File: config.mk
export PLATFORM = sky130hd
export DESIGN_NAME = cv32e40x_fencei_flush_ctrl
export DESIGN_NICKNAME = d
export VERILOG_FILES = /design/src/rtl/cv32e40x_fencei_flush_ctrl.sv
export SDC_FILE = /design/constraint.sdc
export NUM_CORES = 1
export LEC_CHECK = 0
export ABC_AREA = 1
export CORE_MARGIN = 2
export CORE_UTILIZATION = 35
export CTS_BUF_LIST = sky130_fd_sc_hd__clkbuf_8
export CTS_CLUSTER_SIZE = 40
export DETAILED_ROUTE_END_ITERATION = 12
export GPL_ROUTABILITY_DRIVEN = 0
export PLACE_DENSITY = 0.58
export RECOVER_POWER = 50
export SYNTH_ARGS = -nofsm -noshare
export SYNTH_HDL_FRONTEND = slang
export SYNTH_SLANG_ARGS = --single-unit
File: constraint.sdc
create_clock -name clk -period 1.75 [get_ports clk]
set_input_delay 0.35 -clock clk [delete_from_list [all_inputs] [get_ports clk]]
set_output_delay 0.35 -clock clk [all_outputs]
set_load 0.05 [all_outputs]
File: src/rtl/cv32e40x_fencei_flush_ctrl.sv
// fence.i flush sequencer: drains the data side, waits a settle window, then runs the
// external flush req/ack handshake and returns a one-cycle ack to the controller.
module cv32e40x_fencei_flush_ctrl #(
    parameter int unsigned SETTLE_CYCLES  = 2,
    parameter int unsigned TIMEOUT_CYCLES = 0,
    parameter int unsigned CNT_WIDTH      = 16
) (
    input  logic                 clk,
    input  logic                 rst_n,
    input  logic                 fencei_flush_req_i,
    output logic                 fencei_flush_ack_o,
    input  logic                 lsu_busy_i,
    input  logic                 wbuf_empty_i,
    output logic                 flush_req_o,
    input  logic                 flush_ack_i,
    output logic                 busy_o,
    output logic                 timeout_o,
    output logic [CNT_WIDTH-1:0] flush_cnt_o
);

    localparam int unsigned SW = (SETTLE_CYCLES > 1) ? $clog2(SETTLE_CYCLES) : 1;
    localparam int unsigned TW = (TIMEOUT_CYCLES > 0) ? $clog2(TIMEOUT_CYCLES + 1) : 1;
    localparam logic [SW-1:0] SETTLE_LOAD = SW'((SETTLE_CYCLES > 0) ? SETTLE_CYCLES - 1 : 0);
    localparam logic [TW-1:0] TIMEOUT_MAX = TW'(TIMEOUT_CYCLES);

    localparam logic [2:0] IDLE   = 3'd0;
    localparam logic [2:0] DRAIN  = 3'd1;
    localparam logic [2:0] SETTLE = 3'd2;
    localparam logic [2:0] REQ    = 3'd3;
    localparam logic [2:0] DONE   = 3'd4;

    logic [2:0]           state_q, state_d;
    logic [SW-1:0]        settle_cnt_q, settle_cnt_d;
    logic [TW-1:0]        tmo_cnt_q, tmo_cnt_d;
    logic [TW-1:0]        tmo_cnt_inc;
    logic                 timeout_q, timeout_d;
    logic [CNT_WIDTH-1:0] cnt_q, cnt_d;
    logic                 drained;

    assign drained = !lsu_busy_i && wbuf_empty_i;

    always_comb begin
        state_d      = state_q;
        settle_cnt_d = settle_cnt_q;
        case (state_q)
            IDLE: begin
                if (fencei_flush_req_i) state_d = DRAIN;
            end
            DRAIN: begin
                if (drained) begin
                    if (SETTLE_CYCLES > 0) begin
                        state_d      = SETTLE;
                        settle_cnt_d = SETTLE_LOAD;
                    end else begin
                        state_d = REQ;
                    end
                end
            end
            SETTLE: begin
                if (!drained) begin
                    state_d = DRAIN;
                end else if (settle_cnt_q == '0) begin
                    state_d = REQ;
                end else begin
                    settle_cnt_d = settle_cnt_q - 1'b1;
                end
            end
            REQ: begin
                if (flush_ack_i) state_d = DONE;
            end
            DONE: begin
                state_d = IDLE;
            end
            default: begin
                state_d = IDLE;
            end
        endcase
    end

    // Watchdog only counts REQ cycles still waiting for ack; it restarts on each REQ entry.
    assign tmo_cnt_inc = (tmo_cnt_q == TIMEOUT_MAX) ? tmo_cnt_q : tmo_cnt_q + 1'b1;

    always_comb begin
        tmo_cnt_d = '0;
        timeout_d = timeout_q;
        cnt_d     = cnt_q;
        if (state_q == IDLE && fencei_flush_req_i) begin
            timeout_d = 1'b0;
        end
        if (state_q == REQ) begin
            tmo_cnt_d = tmo_cnt_q;
            if (flush_ack_i) begin
                cnt_d = cnt_q + 1'b1;
            end else if (TIMEOUT_CYCLES > 0) begin
                tmo_cnt_d = tmo_cnt_inc;
                if (tmo_cnt_inc == TIMEOUT_MAX) timeout_d = 1'b1;
            end
        end
    end

    always_ff @(posedge clk or negedge rst_n) begin
        if (!rst_n) begin
            state_q      <= IDLE;
            settle_cnt_q <= '0;
            tmo_cnt_q    <= '0;
            timeout_q    <= 1'b0;
            cnt_q        <= '0;
        end else begin
            state_q      <= state_d;
            settle_cnt_q <= settle_cnt_d;
            tmo_cnt_q    <= tmo_cnt_d;
            timeout_q    <= timeout_d;
            cnt_q        <= cnt_d;
        end
    end

    assign flush_req_o        = (state_q == REQ);
    assign fencei_flush_ack_o = (state_q == DONE);
    assign busy_o             = (state_q != IDLE);
    assign timeout_o          = timeout_q;
    assign flush_cnt_o        = cnt_q;

`ifndef SYNTHESIS
    a_req_dropped_after_ack: assert property (
        @(posedge clk) disable iff (!rst_n) (state_q == DONE) |=> !fencei_flush_req_i
    ) else $error("fencei_flush_req_i still high after fencei_flush_ack_o");

    a_req_held_until_ack: assert property (
        @(posedge clk) disable iff (!rst_n)
        (state_q == DRAIN || state_q == SETTLE || state_q == REQ) |-> fencei_flush_req_i
    ) else $error("fencei_flush_req_i dropped before fencei_flush_ack_o");
`endif

endmodule

======== Word level (Yosys, flattened, before mapping) ========
Cells that the tools add are included.
W data, S select, Z words.
cells by class
  div/mod/pow operators ................... 0
  magnitude comparators ................... 0
  reduce and logical (&&, ||, !) cells .... 8
  mux-type cells .......................... 10
  multiply operators ...................... 0
  shifts and indexed selects .............. 0
  equal/unequal tests ..................... 9
  add/sub/neg operators ................... 2
  bitwise operators ....................... 0
operators with widths
  kind                     number
  $add A16 B1 Y16 const B  1
  $mux W3                  5
  $pmux W3 S4              1
  $eq A3 B2 Y1 const B     2
  $ne A2 B2 Y1 const B     3
  $reduce_and A4 Y1        1
  $eq A3 B1 Y1 const B     1
  $eq A3 B3 Y1 const B     1
  $logic_not A3 Y1         1
  $mux W1                  3
  $ne A3 B3 Y1 const B     1
  $reduce_and A3 Y1        1
  $reduce_bool A3 Y1       1
  $ne A2 B1 Y1 const B     1
  $pmux W1 S2              1
  $reduce_and A2 Y1        1
  $reduce_bool A2 Y1       1
  $logic_and A1 B1 Y1      1
  $logic_not A1 Y1         1
  $sub A1 B1 Y1 const B    1
word-level totals
  memories kept ........................... 0
  output and inout bits ................... 20
  bits in read-only memories .............. 0
  word-level logic and storage cells ...... 32
  input bits .............................. 6
  flip-flop bits (word level) ............. 20
  latch bits .............................. 0
  bits in writable memories ............... 0

======== Longest topological paths before layout ========
  depth in word-level cells ............... 4
  mapped depth ............................ 8
  depth with buffers taken out ............ 8

======== Worst setup path after synthesis ========
Ideal clock, no wire load.
  path kind ............................... register to output
  from .................................... register state_q[2]
  to ...................................... output port fencei_flush_ack_o
  required time ........................... 1.400 ns
  slack ................................... -0.166 ns
  path buffers ............................ 0
  data arrival time ....................... 1.566 ns
  stages on the path, launching flop included .. 3
  cells stage by stage .................... dfrtp_1 -> inv_1 -> nor3_1
on the way
  longest elaborated chain between the ends .. 1
ends and longest elaborated chain
  element                   line  RTL
  start: declaration        32    logic [2:0] state_q, state_d;
  start signal: assignment  109   state_q <= state_d;
  $eq A3 B3 Y1              118   assign fencei_flush_ack_o = (state_q == DONE);
  end: declaration          11    output logic fencei_flush_ack_o,
Every way passes these cells.

======== Final worst setup path ========
  from .................................... register state_q[2]
  to ...................................... output port busy_o
on the way
  longest elaborated chain between the ends .. 1
ends and longest elaborated chain
  element             line  RTL
  $reduce_bool A3 Y1  119   assign busy_o = (state_q != IDLE);
  end: declaration    16    output logic busy_o,
Every way passes these cells.

==> run_results.csv <==
group,metric,value,unit
power,power.density,1290,nW/µm²
die,fp.dieH,60.7,µm
critical_path,crit_path_end_kind,"output pin",
hold_path,holdCritPathClass,"reg2reg",
critical_path,worstPathArrival,1180,ps
clock_tree,worst_setup_hold_path_clk_slew,70,ps
synthesis,synthSimpleGateAreaFrac,39.1,%
grt,grt_use_total,15.0,%
clock_tree,cts-root-buf,"sky130_fd_sc_hd__clkbuf_8",
synthesis,synth.largest_area_cell,"sky130_fd_sc_hd__dfrtp_1",
clock_tree,postCtsResizedCells,0,
clock_tree,post-cts-setup-buffer-count,0,
clock_tree,numCtsBuffers,3,
synthesis,post_synth.cell_area_avg,7.46,µm²
detailed_routing,antenna_violating_nets_post_route,0,
layout,final_area,1480,µm²
grt,first_pass_grt_wire_length,4.22,mm
clock_tree,cts_num_sinks,20,
layout,layout.area.seq,500,µm²
grt,globalRouteOverflowTotal,0,
synthesis,synth_mux_area_share,0,%
detailed_routing,routed_wl,2.39,mm
die,i_o_pins,26,
synthesis,synth-warning-count,0,
synthesis,postSynthCellCount,151,
timing,worst_clock_skew,6.76,ps
die,initial_utilization,36.9,%
synthesis,synth-compound-area-share,3.00,%
critical_path,timing.critical_path.fanout_max,4,
layout,number_of_nets_at_the_end_of_the_flow,190,
die,floorplan.die_area,3690,µm²
critical_path,critical_path_required,1400,ps
placement,post_dp_cell_area,1450,µm²
clock_tree,tritoncts,"done",
die,design.core.area,3050,µm²
detailed_routing,post_drt_wl_per_cell,10.6,µm
die,num_rows,20,
run_status,run_status,"finished, final reports clean",
die,floorplan.die.width,60.7,µm
detailed_routing,first_iter_violations,30,
timing,timing.final.crit_share,87.6,%
synthesis,synth_top_family_by_area,"simple AND/OR/NAND/NOR gates",
power,report.power.total,1.91,mW
grt,first_global_vias,1006,
synthesis,adder_cell_share_of_the_synthesized_area,1.11,%
timing,setup_viol_count_final,0,
timing,totalNegativeSetupSlack,0,ps
timing,rsz0062_at_grt,"no",
synthesis,synthesis.area,1130,µm²
placement,placement.io_buffers,24,
layout,multiInputGateArea,537,µm²
synthesis,postSynthRegisterBits,20,
grt,grt_antenna_before_repair,0,
timing,worstMarginPinSlew,1080,ps
critical_path,critical_path.startpoint_type,"flop",
clock_tree,ctsHoldBuffers,0,
timing,fin_crit,1530,ps
clock_tree,clock_tree.buffer_depth,2,
grt,pin_count_of_the_biggest_net_entering_global_routing,21,
synthesis,synth_xor_area_share,4.67,%
layout,insertedDiodeCount,0,
timing,slew_headroom,28.3,%
synthesis,ys_seq_area_share,44.4,%
timing,fmax,652,MHz
detailed_routing,route.detailed.vias_per_inst,4.56,
power,peakVddDrop,0.545,mV
layout,area_delta_synth_final,31.6,%
synthesis,synth.top_cell.area_share,44.4,%
detailed_routing,drc,0,
timing,maxSlewViolCount,0,
power,leakage,0.722,nW
critical_path,reg2reg_setup_slack,250,ps
layout,layout.filler_cells,320,
detailed_routing,drt_pass1_iterations,4,
critical_path,startpoint_to_endpoint_class_of_the_critical_path,"reg2out",
clock_tree,cts_htree_levels,1,
timing,timing_hold_violations_final,0,
synthesis,synth.net_count,158,
run,cap_violations,0,
clock_tree,worst_skew_pair.late_latency,260,ps
detailed_routing,num_vias,1030,
placement,dp.final_hpwl,1.91,mm
synthesis,post_synth_num_cell_types,20,
synthesis,synthTopCellsByArea,"sky130_fd_sc_hd__dfrtp_1 44%, sky130_fd_sc_hd__nand2_1 16%, sky130_fd_sc_hd__nor2_1 7.0%, sky130_fd_sc_hd__inv_1 6.7%, sky130_fd_sc_hd__nand3_1 5.8%",
layout,drive_gt1_share,13.7,%
-- critical path, cell delays in order (launching register included) --
cell and delay (ps):
sky130_fd_sc_hd__dfrtp_1 440, sky130_fd_sc_hd__nor2_1 190, sky130_fd_sc_hd__nand2_1 130, sky130_fd_sc_hd__buf_12 170
-- flip-flops by register name (all words and copies together), names as in the netlist --
register	flops
flush_cnt_o	16
settle_cnt_q	1
state_q	3
-- cell families after synthesis --
kind of cell | count (synthesis)
AND/OR/NAND/NOR | 96
buffers and inverters | 21
flip-flops | 20
AO/OA/AOI/OAI | 6
XOR/XNOR | 6
adder cells (fa/ha/maj) | 1
other | 1
-- cell usage after synthesis --
cell,count
sky130_fd_sc_hd__xnor2_1,4
sky130_fd_sc_hd__a21oi_1,1
sky130_fd_sc_hd__o21ai_0,4
sky130_fd_sc_hd__conb_1,1
sky130_fd_sc_hd__nor3_1,4
sky130_fd_sc_hd__xor2_1,2
sky130_fd_sc_hd__nand2_2,1
sky130_fd_sc_hd__nor2_4,2
sky130_fd_sc_hd__nand2_4,2
sky130_fd_sc_hd__buf_4,1
sky130_fd_sc_hd__nand4_1,4
sky130_fd_sc_hd__dfrtp_1,20
sky130_fd_sc_hd__o22a_1,1
sky130_fd_sc_hd__inv_1,20
sky130_fd_sc_hd__ha_1,1
sky130_fd_sc_hd__nor3_4,1
sky130_fd_sc_hd__nor2_1,21
sky130_fd_sc_hd__nand3b_1,1
sky130_fd_sc_hd__nand3_1,13
sky130_fd_sc_hd__nand2_1,47
-- worst paths after layout --
| kind | startpoint | end | cells past startpoint |
|---|---|---|---|
| max | state_q[2] | busy_o | 3 |
| min | flush_cnt_o[15] | flush_cnt_o[15] | 2 |
| max reg2reg | flush_cnt_o[0] | flush_cnt_o[14] | 8 |
| min reg2reg | flush_cnt_o[15] | flush_cnt_o[15] | 2 |
| max in group asynchronous | rst_n | state_q[2] | 2 |
| min in group asynchronous | rst_n | flush_cnt_o[4] | 2 |
-- routing by layer --
metal  track usage, %  vias up  wire length (µm)
li1                 -      539                 -
met1             18.6      468              1070
met2             27.2       19              1210
met3             1.28        4                76
met4             5.59        0                38
met5                0        -                 0
-- stage by stage --
stage | hold slack (ps) | instances | utilization, % | worst slack, ps
global placement | 472 | 222 | 47.5 | 88.0
floorplan | 54.4 | 151 | - | 115
CTS | 433 | 226 | 49.9 | 180
detailed placement | 490 | 222 | 47.5 | 62.5
finish | 490 | 226 | 48.5 | 217
global route | 511 | 226 | 48.5 | 44.8
-- cells in the final DEF, fill, tap and decap left out, drive strengths merged --
cell,count
a21oi,1
buf,15
bufinv,1
clkbuf,11
clkdlybuf4s50,4
conb,1
dfrtp,20
dlygate4sd3,1
ha,1
inv,20
nand2,50
nand3,13
nand3b,1
nand4,4
nor2,23
nor3,5
o21ai,4
o22a,1
xnor2,4
xor2,2
-- report_power, final --
part | leakage (nW) | total [mW] | internal, mW | switching (mW)
clock | 0.0357 | 0.459 | 0.305 | 0.154
sequential | 0.264 | 0.651 | 0.550 | 0.101
combinational | 0.422 | 0.803 | 0.280 | 0.523
-- final cells by class --
| type | instances | share of cell area, % |
|---|---|---|
| Sequential cell | 20 | 33.8 |
| Clock inverter | 1 | 2.03 |
| Multi-Input combinational cell | 110 | 36.2 |
| Tap cell | 44 | 3.72 |
| Inverter | 20 | 5.07 |
| Clock buffer | 3 | 2.79 |
| Timing Repair Buffer | 28 | 16.4 |
Note: power is estimated with default switching activity, not from simulation.
